[config.mk]
export PLATFORM = sky130hd
export DESIGN_NAME = vred_unit
export DESIGN_NICKNAME = d
export VERILOG_FILES = /design/src/rtl/vred_unit.sv
export SDC_FILE = /design/constraint.sdc
export NUM_CORES = 2
export LEC_CHECK = 0
export ABC_CLOCK_PERIOD_IN_PS = 8000
export CAP_MARGIN = 20
export CORE_ASPECT_RATIO = 2
export CORE_MARGIN = 2
export CORE_UTILIZATION = 55
export CTS_CLUSTER_DIAMETER = 120
export CTS_CLUSTER_SIZE = 40
export DETAILED_ROUTE_END_ITERATION = 10
export HOLD_SLACK_MARGIN = 0.02
export PLACE_DENSITY = 0.85
export SYNTH_ARGS = -nofsm -noshare
export SYNTH_HDL_FRONTEND = slang
export SYNTH_SLANG_ARGS = --single-unit
export TNS_END_PERCENT = 100
[constraint.sdc]
create_clock -name clk -period 8 [get_ports clk]
set_input_delay 1.6 -clock clk [delete_from_list [all_inputs] [get_ports clk]]
set_output_delay 1.6 -clock clk [all_outputs]
set_load 0.05 [all_outputs]
[src/rtl/vred_unit.sv]
// Sequential vector reduction: folds one 128-bit vector register into a SEW-wide scalar,
// one element per cycle, and returns it over a valid/ready handshake.
module vred_unit (
   input  logic         clk,
   input  logic         rst,
   input  logic         in_valid,
   output logic         in_ready,
   input  logic [127:0] reg_in,
   input  logic [127:0] reg_scalar_in,
   input  logic [2:0]   vred_op,
   input  logic [2:0]   SEW,
   input  logic [4:0]   vl,
   output logic         out_valid,
   input  logic         out_ready,
   output logic [127:0] scalar_out,
   output logic         err
);

   localparam int VLEN      = 128;
   localparam int NELEM_MAX = VLEN / 8;

   typedef enum logic [1:0] {S_IDLE, S_RUN, S_DONE} state_t;

   state_t       state_q, state_d;
   logic [127:0] reg_q, reg_d;
   logic [127:0] acc_q, acc_d;
   logic [2:0]   op_q, op_d;
   logic [2:0]   sew_q, sew_d;
   logic [4:0]   vl_eff_q, vl_eff_d;
   logic [4:0]   idx_q, idx_d;
   logic         err_q, err_d;

   logic         accept;
   logic         sew_ok_in;
   logic [4:0]   lim_in;
   logic [4:0]   vl_eff_in;
   logic [127:0] mask_in;
   logic [127:0] mask_q;
   logic [127:0] signbit_q;
   logic [7:0]   shamt;
   logic [127:0] elem;
   logic [127:0] alu_res;
   logic         last_elem;

   function automatic logic [127:0] sew_mask(input logic [2:0] s);
      logic [127:0] m;
      case (s)
         3'd0:    m = {120'd0, 8'hFF};
         3'd1:    m = {112'd0, 16'hFFFF};
         3'd2:    m = {96'd0, 32'hFFFF_FFFF};
         3'd3:    m = {64'd0, {64{1'b1}}};
         3'd4:    m = {128{1'b1}};
         default: m = '0;
      endcase
      return m;
   endfunction

   // Request-side decode: element count is clamped to what fits in one register.
   always_comb begin
      accept    = in_valid && in_ready;
      sew_ok_in = (SEW <= 3'd4);
      lim_in    = 5'(NELEM_MAX) >> SEW;
      vl_eff_in = (vl > lim_in) ? lim_in : vl;
      mask_in   = sew_mask(SEW);
   end

   // Element extraction and reduction step, all values kept masked to W bits.
   always_comb begin
      mask_q    = sew_mask(sew_q);
      signbit_q = mask_q ^ (mask_q >> 1);
      shamt     = 8'(idx_q) << (3'd3 + sew_q);
      elem      = (reg_q >> shamt) & mask_q;
      alu_res   = acc_q;
      case (op_q)
         3'b000: alu_res = (acc_q + elem) & mask_q;
         3'b001: alu_res = acc_q & elem;
         3'b010: alu_res = acc_q | elem;
         3'b011: alu_res = acc_q ^ elem;
         3'b100: if (elem < acc_q) alu_res = elem;
         3'b101: if ((elem ^ signbit_q) < (acc_q ^ signbit_q)) alu_res = elem;
         3'b110: if (elem > acc_q) alu_res = elem;
         3'b111: if ((elem ^ signbit_q) > (acc_q ^ signbit_q)) alu_res = elem;
         default: alu_res = acc_q;
      endcase
      last_elem = ((idx_q + 5'd1) == vl_eff_q);
   end

   // State register
   always_ff @(posedge clk) begin
      if (rst) begin
         state_q  <= S_IDLE;
         reg_q    <= '0;
         acc_q    <= '0;
         op_q     <= '0;
         sew_q    <= '0;
         vl_eff_q <= '0;
         idx_q    <= '0;
         err_q    <= 1'b0;
      end else begin
         state_q  <= state_d;
         reg_q    <= reg_d;
         acc_q    <= acc_d;
         op_q     <= op_d;
         sew_q    <= sew_d;
         vl_eff_q <= vl_eff_d;
         idx_q    <= idx_d;
         err_q    <= err_d;
      end
   end

   // Next-state logic
   always_comb begin
      state_d = state_q;
      case (state_q)
         S_IDLE: begin
            if (accept) begin
               if (!sew_ok_in || (vl_eff_in == 5'd0)) state_d = S_DONE;
               else                                   state_d = S_RUN;
            end
         end
         S_RUN:   if (last_elem) state_d = S_DONE;
         S_DONE:  if (out_ready) state_d = S_IDLE;
         default: state_d = S_IDLE;
      endcase
   end

   // Datapath next values
   always_comb begin
      reg_d    = reg_q;
      acc_d    = acc_q;
      op_d     = op_q;
      sew_d    = sew_q;
      vl_eff_d = vl_eff_q;
      idx_d    = idx_q;
      err_d    = err_q;
      if (state_q == S_IDLE && accept) begin
         reg_d = reg_in;
         op_d  = vred_op;
         sew_d = SEW;
         idx_d = '0;
         if (sew_ok_in) begin
            acc_d    = reg_scalar_in & mask_in;
            vl_eff_d = vl_eff_in;
            err_d    = 1'b0;
         end else begin
            acc_d    = '0;
            vl_eff_d = '0;
            err_d    = 1'b1;
         end
      end else if (state_q == S_RUN) begin
         acc_d = alu_res;
         idx_d = idx_q + 5'd1;
      end
   end

   // Outputs
   always_comb begin
      in_ready   = (state_q == S_IDLE) && !rst;
      out_valid  = (state_q == S_DONE);
      scalar_out = out_valid ? acc_q : '0;
      err        = out_valid && err_q;
   end

endmodule

==> results of run 1 <==
## cell families after synthesis
family	synth area share, %
buffers and inverters	8.21
and+or+nand+nor	21.9
AOI/OAI and AO/OA	25.8
muxes	16.0
xor gates and xnor gates	2.66
DFF	13.3
adders and majority gates	12.2
## metal layers
metal | GRT usage, % | GRT overflow
met5 | 9.42 | 0
met4 | 71.9 | 7
met3 | 38.6 | 0
met2 | 89.9 | 24
met1 | 61.0 | 0
## cells in the mapped netlist (70+ instances only)
library cell  number
nand2_1          806
a21oi_1          414
mux2i_1          412
ha_1             401
clkbuf_1         347
inv_1            347
nand3_1          299
dfxtp_1          275
o21ai_0          271
nor2_1           267
and2_1           151
a211oi_1         140
nor3_1           127
mux4_2           102
o221ai_1          90
buf_2             82
xnor2_1           78
buf_1             71
nand4_1           70
## stage by stage
step / instances / hold slack (ns) / utilization (%) / area [sq um]
floorplan: 5718 / 0.431 / - / 41400
global placement: 7577 / 0.457 / 70.2 / 52500
detailed placement: 7578 / 0.469 / 70.2 / 52500
CTS: 7603 / 0.492 / 70.9 / 53000
## timing repair
item / CTS
setup buffers: 4
pin swaps: 3
endpoints found under the setup margin: 128
gates resized for setup: 14
gates cloned: 2
==> parameters.txt, run 1 <==
Parameter                              Value

Outcome
  Result of the run ... stopped before the end
  Stage at which the run stopped ... global routing
  Stop err ... [ERROR GRT-0232] Routing congestion too high. Check the congestion heatmap in the GUI.

Floorplanning
  Initial standard-cell utilization of the core ... a little under three fifths
  Width of the die ... 198 um
  Die outline height ... ~400 um
  Placement row count ... 142
  Number of top-level pins ... 402

Placement
  Routability-driven placement congestion ratio ... 1.31
  Minimum setup slack after placement ... -0.282 ns
  Final HPWL DP ... 170000 um
  Number of buffers added on ports ... between 400 and 500

Synthesis
  Top cell type's share of synthesized area ... 13.3%
  Yosys warnings ... 0
  Net count after synthesis ... 6391
  Post-synthesis cell type count ... a little under 90
  Most common flop cell mapped by yosys ... dfxtp_1
  Cell taking the most area after synthesis ... dfxtp_1
  Cell count after synthesis ... 5718
  Synthesized area divided by synthesized cell count ... around 7.2 sq um
  Area of the mapped netlist ... 41400 sq um
  Cells taking the most area after synthesis ... dfxtp_1 13%, ha_1 12%, mux2i_1 9.9%
  Number of enable-type register cells in the synthesized netlist ... 0
  Async set-or-reset flop fraction in the synthesized netlist ... 0%
  Post-synthesis sequential element count ... 275
  Sequential fraction of the synthesis area ... 13.3%

CTS
  Maximum level of the CTS H-tree ... 1
  Largest buffer count on any clock path ... 3
  Sink count of the clock tree ... between 200 and 300
  CTS hold repair buffers ... 0
  Buffer type at the clock tree root ... clkbuf_16
  Number of clock buffers inserted by TritonCTS ... 12

Global routing
  Gr usage total ... around 65%
  Gr ovfl total ... 31
  Largest net degree at the start of global routing ... about 140
==> inputs of run 2 (changes only) <==
Settings changed: ABC_CLOCK_PERIOD_IN_PS 8000 to 10400, CORE_ASPECT_RATIO 2 to not set, CORE_UTILIZATION 55 to 40, CTS_CLUSTER_DIAMETER 120 to not set, CTS_CLUSTER_SIZE 40 to not set, HOLD_SLACK_MARGIN 0.02 to not set, PLACE_DENSITY 0.85 to not set, PLACE_DENSITY_LB_ADDON set to 0.15.
Clock period 8 ns to 10.4 ns, I/O delays scaled along.
==> run 2 against run 1 <==
  * The flow now finishes without violations
  * Synthesized area unchanged
  * Synthesized cell count unchanged
==> parameters.txt, run 2 <==
Parameter                              Value

Outcome
  Result of the run ... complete, no violations

Final layout
  Proportion of layout cells with a drive suffix above 1 ... under 10%
  Commonest non-fill, non-tap cell in the layout ... nand2_1
  Post-route non-filler standard cell count ... 7187
  Number of nets in the finished design ... 6449
  Area taken by flip-flops and latches ... between 5000 and 6000 sq um
  Multi-input gate area in the final layout ... 32700 sq um
  Relative area change from synthesis to final layout ... 15.0%
  Post-route core utilization ... 46.2%
  Regs by FF count ... acc_q x128, reg_q x128
  Filler cell count ... around 11k
  Most frequent cells in the layout ... 804 x nand2_1, 413 x a21oi_1, 412 x mux2i_1

Drt
  Overall routed net length ... 197000 um
  Number of iterations in the first detailed-routing pass ... 8
  Post-route antenna net violation count ... 0
  Average routed wire per standard cell ... 27.4 um
  Routed via count ... 46.0k
  Number of vias per cell ... 6.40
  Initial DRC Count ... 5833
  Count of unresolved DRC violations after routing ... 0

Floorplanning
  Core outline area ... roughly 100000 sq um
  Die outline area ... 106000 sq um
  Placement row count ... 118 (-17%)
  Width of the die ... 326 um (+65%)
  Die outline height ... 326 um (-17%)
  Number of top-level pins ... 402 (unchanged)
  Initial standard-cell utilization of the core ... 40.2% (-15 points)

Power and ir drop
  Power Dens Cells ... 107 nW/um^2
  Leak Pwr ... approximately 18 nW
  Peak supply drop ... 0.0962 mV

Critical path
  Cell family with most CP delay ... compound AO/OA/AOI/OAI gates
  Launching point of the worst reg2reg path ... sew_q[1]$_SDFFE_PP0P_
  Destination of the worst register-to-register timing path ... acc_q[112]$_SDFFE_PP0P_
  Type of element capturing the critical path ... register
  Maximum fanout count along the critical path ... 53
  Reg2Reg Depth ... 27
  CP required ... 10.87 ns
  Critical path type ... register to register
  Slowest stage cell, crit path ... o311ai_0
  Crit-path max cell delay ... 1.01 ns
  Setup crit start kind ... register
  Data arrival, critical path ... 10.18 ns
  R2r setup slk ... 0.69 ns
  Buffers & Inverters on Critical Path ... 4
  Cell mode on critical path ... ha_1

Synthesis
  Cell taking the most area after synthesis ... dfxtp_1
  Synth top cells by count ... 806 x nand2_1, 414 x a21oi_1, 412 x mux2i_1
  Post-synthesis cell type count ... 89 (unchanged)
  Yosys warnings ... 0 (unchanged)
  Most common flop cell mapped by yosys ... dfxtp_1
  Synthesized area divided by synthesized cell count ... 7.25 sq um (unchanged)
  Post-synthesis sequential element count ... 275 (unchanged)
  Cell count after synthesis ... 5718 (unchanged)
  Number of enable-type register cells in the synthesized netlist ... 0 (unchanged)
  Net count after synthesis ... 6391 (unchanged)
  Cells taking the most area after synthesis ... dfxtp_1 13%, ha_1 12%, mux2i_1 9.9%
  Top-count cell post-synth ... nand2_1
  Area of the mapped netlist ... 41400 sq um (unchanged)
  Sequential fraction of the synthesis area ... 13.3% (unchanged)
  Top cell type's share of synthesized area ... 13.3% (unchanged)
  Async set-or-reset flop fraction in the synthesized netlist ... 0% (unchanged)

CTS
  Largest buffer count on any clock path ... 3 (unchanged)
  Buffer type at the clock tree root ... clkbuf_16
  Sink count of the clock tree ... 275 (unchanged)
  CTS hold repair buffers ... 0 (unchanged)
  Number of cells upsized or downsized after cts ... 0 (-14)
  Clock network latency to the later pin of the worst-skew pair ... 0.64 ns
  Maximum level of the CTS H-tree ... 2 (+1)
  Clock slew at the register clock pins of the worst setup and hold paths ... approximately 0.06 ns
  Number of clock buffers inserted by TritonCTS ... 38 (+26)
  Clock tree from TritonCTS ... done
  Setup bufs post-CTS ... 0 (-4)

Timing
  Maximum clock skew at final layout ... 0.0378 ns
  Transition time at the pin with the least slew margin ... 1.21 ns
  Final number of max-transition violations ... 0
  Ratio of final minimum period to clock period ... 93.3%
  Total Negative Setup Slacks ... 0 ns
  Max-Slew Margin vs Limit ... 18.3%
  Total of endpoints with negative setup slack in the final report ... 0
  FMAX ... 103 MHz
  Number of hold violations in the final report ... 0
  RSZ-0062 raised after global routing ... no
  Post-route minimum period ... 9.71 ns

Placement
  Number of buffers added on ports ... 401 (unchanged)
  Routability-driven placement congestion ratio ... 1.06 (-19%)
  DP Cell Count ... 7115 (-6.1%)
  Final HPWL DP ... 151000 um (-11%)

Hold path
  Hold path start ... vl_eff_q[0]$_SDFFE_PP0P_
  Cell depth of the worst min-delay path ... 2
  Hold Crit Endpoint ... vl_eff_q[0]$_SDFFE_PP0P_
  Type of the tightest min-delay check ... register to register

Global routing
  Gr usage total ... a little over a third
  Via count of the first global-routing pass ... 42.7k
  Wire length of the first global-routing pass ... around 290000 um
  Largest net degree at the start of global routing ... between 100 and 150
  Initial antenna violation count ... 4
  Gr ovfl total ... 0

Flow run
  Maxcap violations ... 0
run 2: cell counts after synthesis:
No cell type changed its count.
run 2: cell families (layout without fill, tap and decap cells):
| kind of cell | after synthesis | after routing | synth area share [%] |
|---|---|---|---|
| compound gates | 1573 | 1573 | 25.8 |
| xor+xnor | 126 | 126 | 2.66 |
| fa+ha+maj | 402 | 402 | 12.2 |
| buf+inv | 861 | 947 | 8.21 |
| flops | 275 | 275 | 13.3 |
| mux | 530 | 530 | 16.0 |
| other cells | 0 | 3 | 0 |
| simple gates | 1951 | 1951 | 21.9 |
run 2: worst register-to-register path, stage by stage (launching register included):
cell and delay (ns):
dfxtp_1 0.35, inv_1 0.08, ha_1 0.24, ha_1 0.53, and4b_4 0.90, buf_12 0.39
mux4_2 0.60, mux2i_1 0.20, mux2_2 0.22, nor2_1 0.05, o311ai_0 1.01, a21oi_1 0.44
inv_1 0.15, ha_1 0.34, a21oi_1 0.27, o21ai_0 0.15, nor2b_1 0.15, nor4_1 0.59
and4_1 0.33, a2111oi_0 0.14, buf_4 0.18, o2111ai_1 0.53, o21ai_1 0.22, a211oi_1 0.61
o21ai_1 0.25, a21boi_0 0.32, mux2i_1 0.23, a311oi_1 0.11
run 2: cell type report:
| type | count | share of cell area, % |
|---|---|---|
| Inverter | 349 | 2.76 |
| Clock inverter | 15 | 0.362 |
| Timing Repair Buffer | 530 | 10.8 |
| Antenna cell | 3 | 0.0158 |
| Sequential cell | 275 | 11.6 |
| Tap cell | 1380 | 3.62 |
| Multi-Input combinational cell | 4582 | 68.5 |
| Clock buffer | 53 | 2.31 |
run 2: how the worst max path moves through the flow:
stage,from,to,slack (ns),depth (start not counted)
after floorplan,sew_q[0]$_SDFFE_PP0P_,acc_q[112]$_SDFFE_PP0P_,2.58,36
after global placement,sew_q[1]$_SDFFE_PP0P_,acc_q[26]$_SDFFE_PP0P_,1.14,27
after detailed placement,sew_q[1]$_SDFFE_PP0P_,acc_q[26]$_SDFFE_PP0P_,1.02,27
after CTS,sew_q[1]$_SDFFE_PP0P_,acc_q[0]$_SDFFE_PP0P_,1.01,27
after global routing,sew_q[1]$_SDFFE_PP0P_,acc_q[36]$_SDFFE_PP0P_,0.39,27
final,sew_q[1]$_SDFFE_PP0P_,acc_q[112]$_SDFFE_PP0P_,0.69,27
run 2: power by group:
group,internal (mW),switching (mW),total [mW]
Clock,0.813,0.589,1.40
Combinational,0.815,1.51,2.33
Sequential,1.18,0.203,1.38
Total,2.81,2.31,5.11
run 2: per-stage QoR:
stage	power, mW	worst slack [ns]	cell area [sq um]	hold WS [ns]
after floorplan	2.78	2.58	41400	0.431
after global placement	3.64	1.14	46300	0.477
after detailed placement	3.66	1.02	46300	0.476
after CTS	5.07	1.01	47600	0.487
after global routing	5.33	0.387	47600	0.513
final	5.11	0.693	47700	0.481
run 2: layer usage:
| layer | share of wire (%) | track usage [%] |
|---|---|---|
| met5 | 0.0061 | 0 |
| met4 | 5.9 | 18.3 |
| met1 | 41 | 46.2 |
| met3 | 9.0 | 6.94 |
| met2 | 44 | 55.1 |
Note: power is estimated with default switching activity, not from simulation.
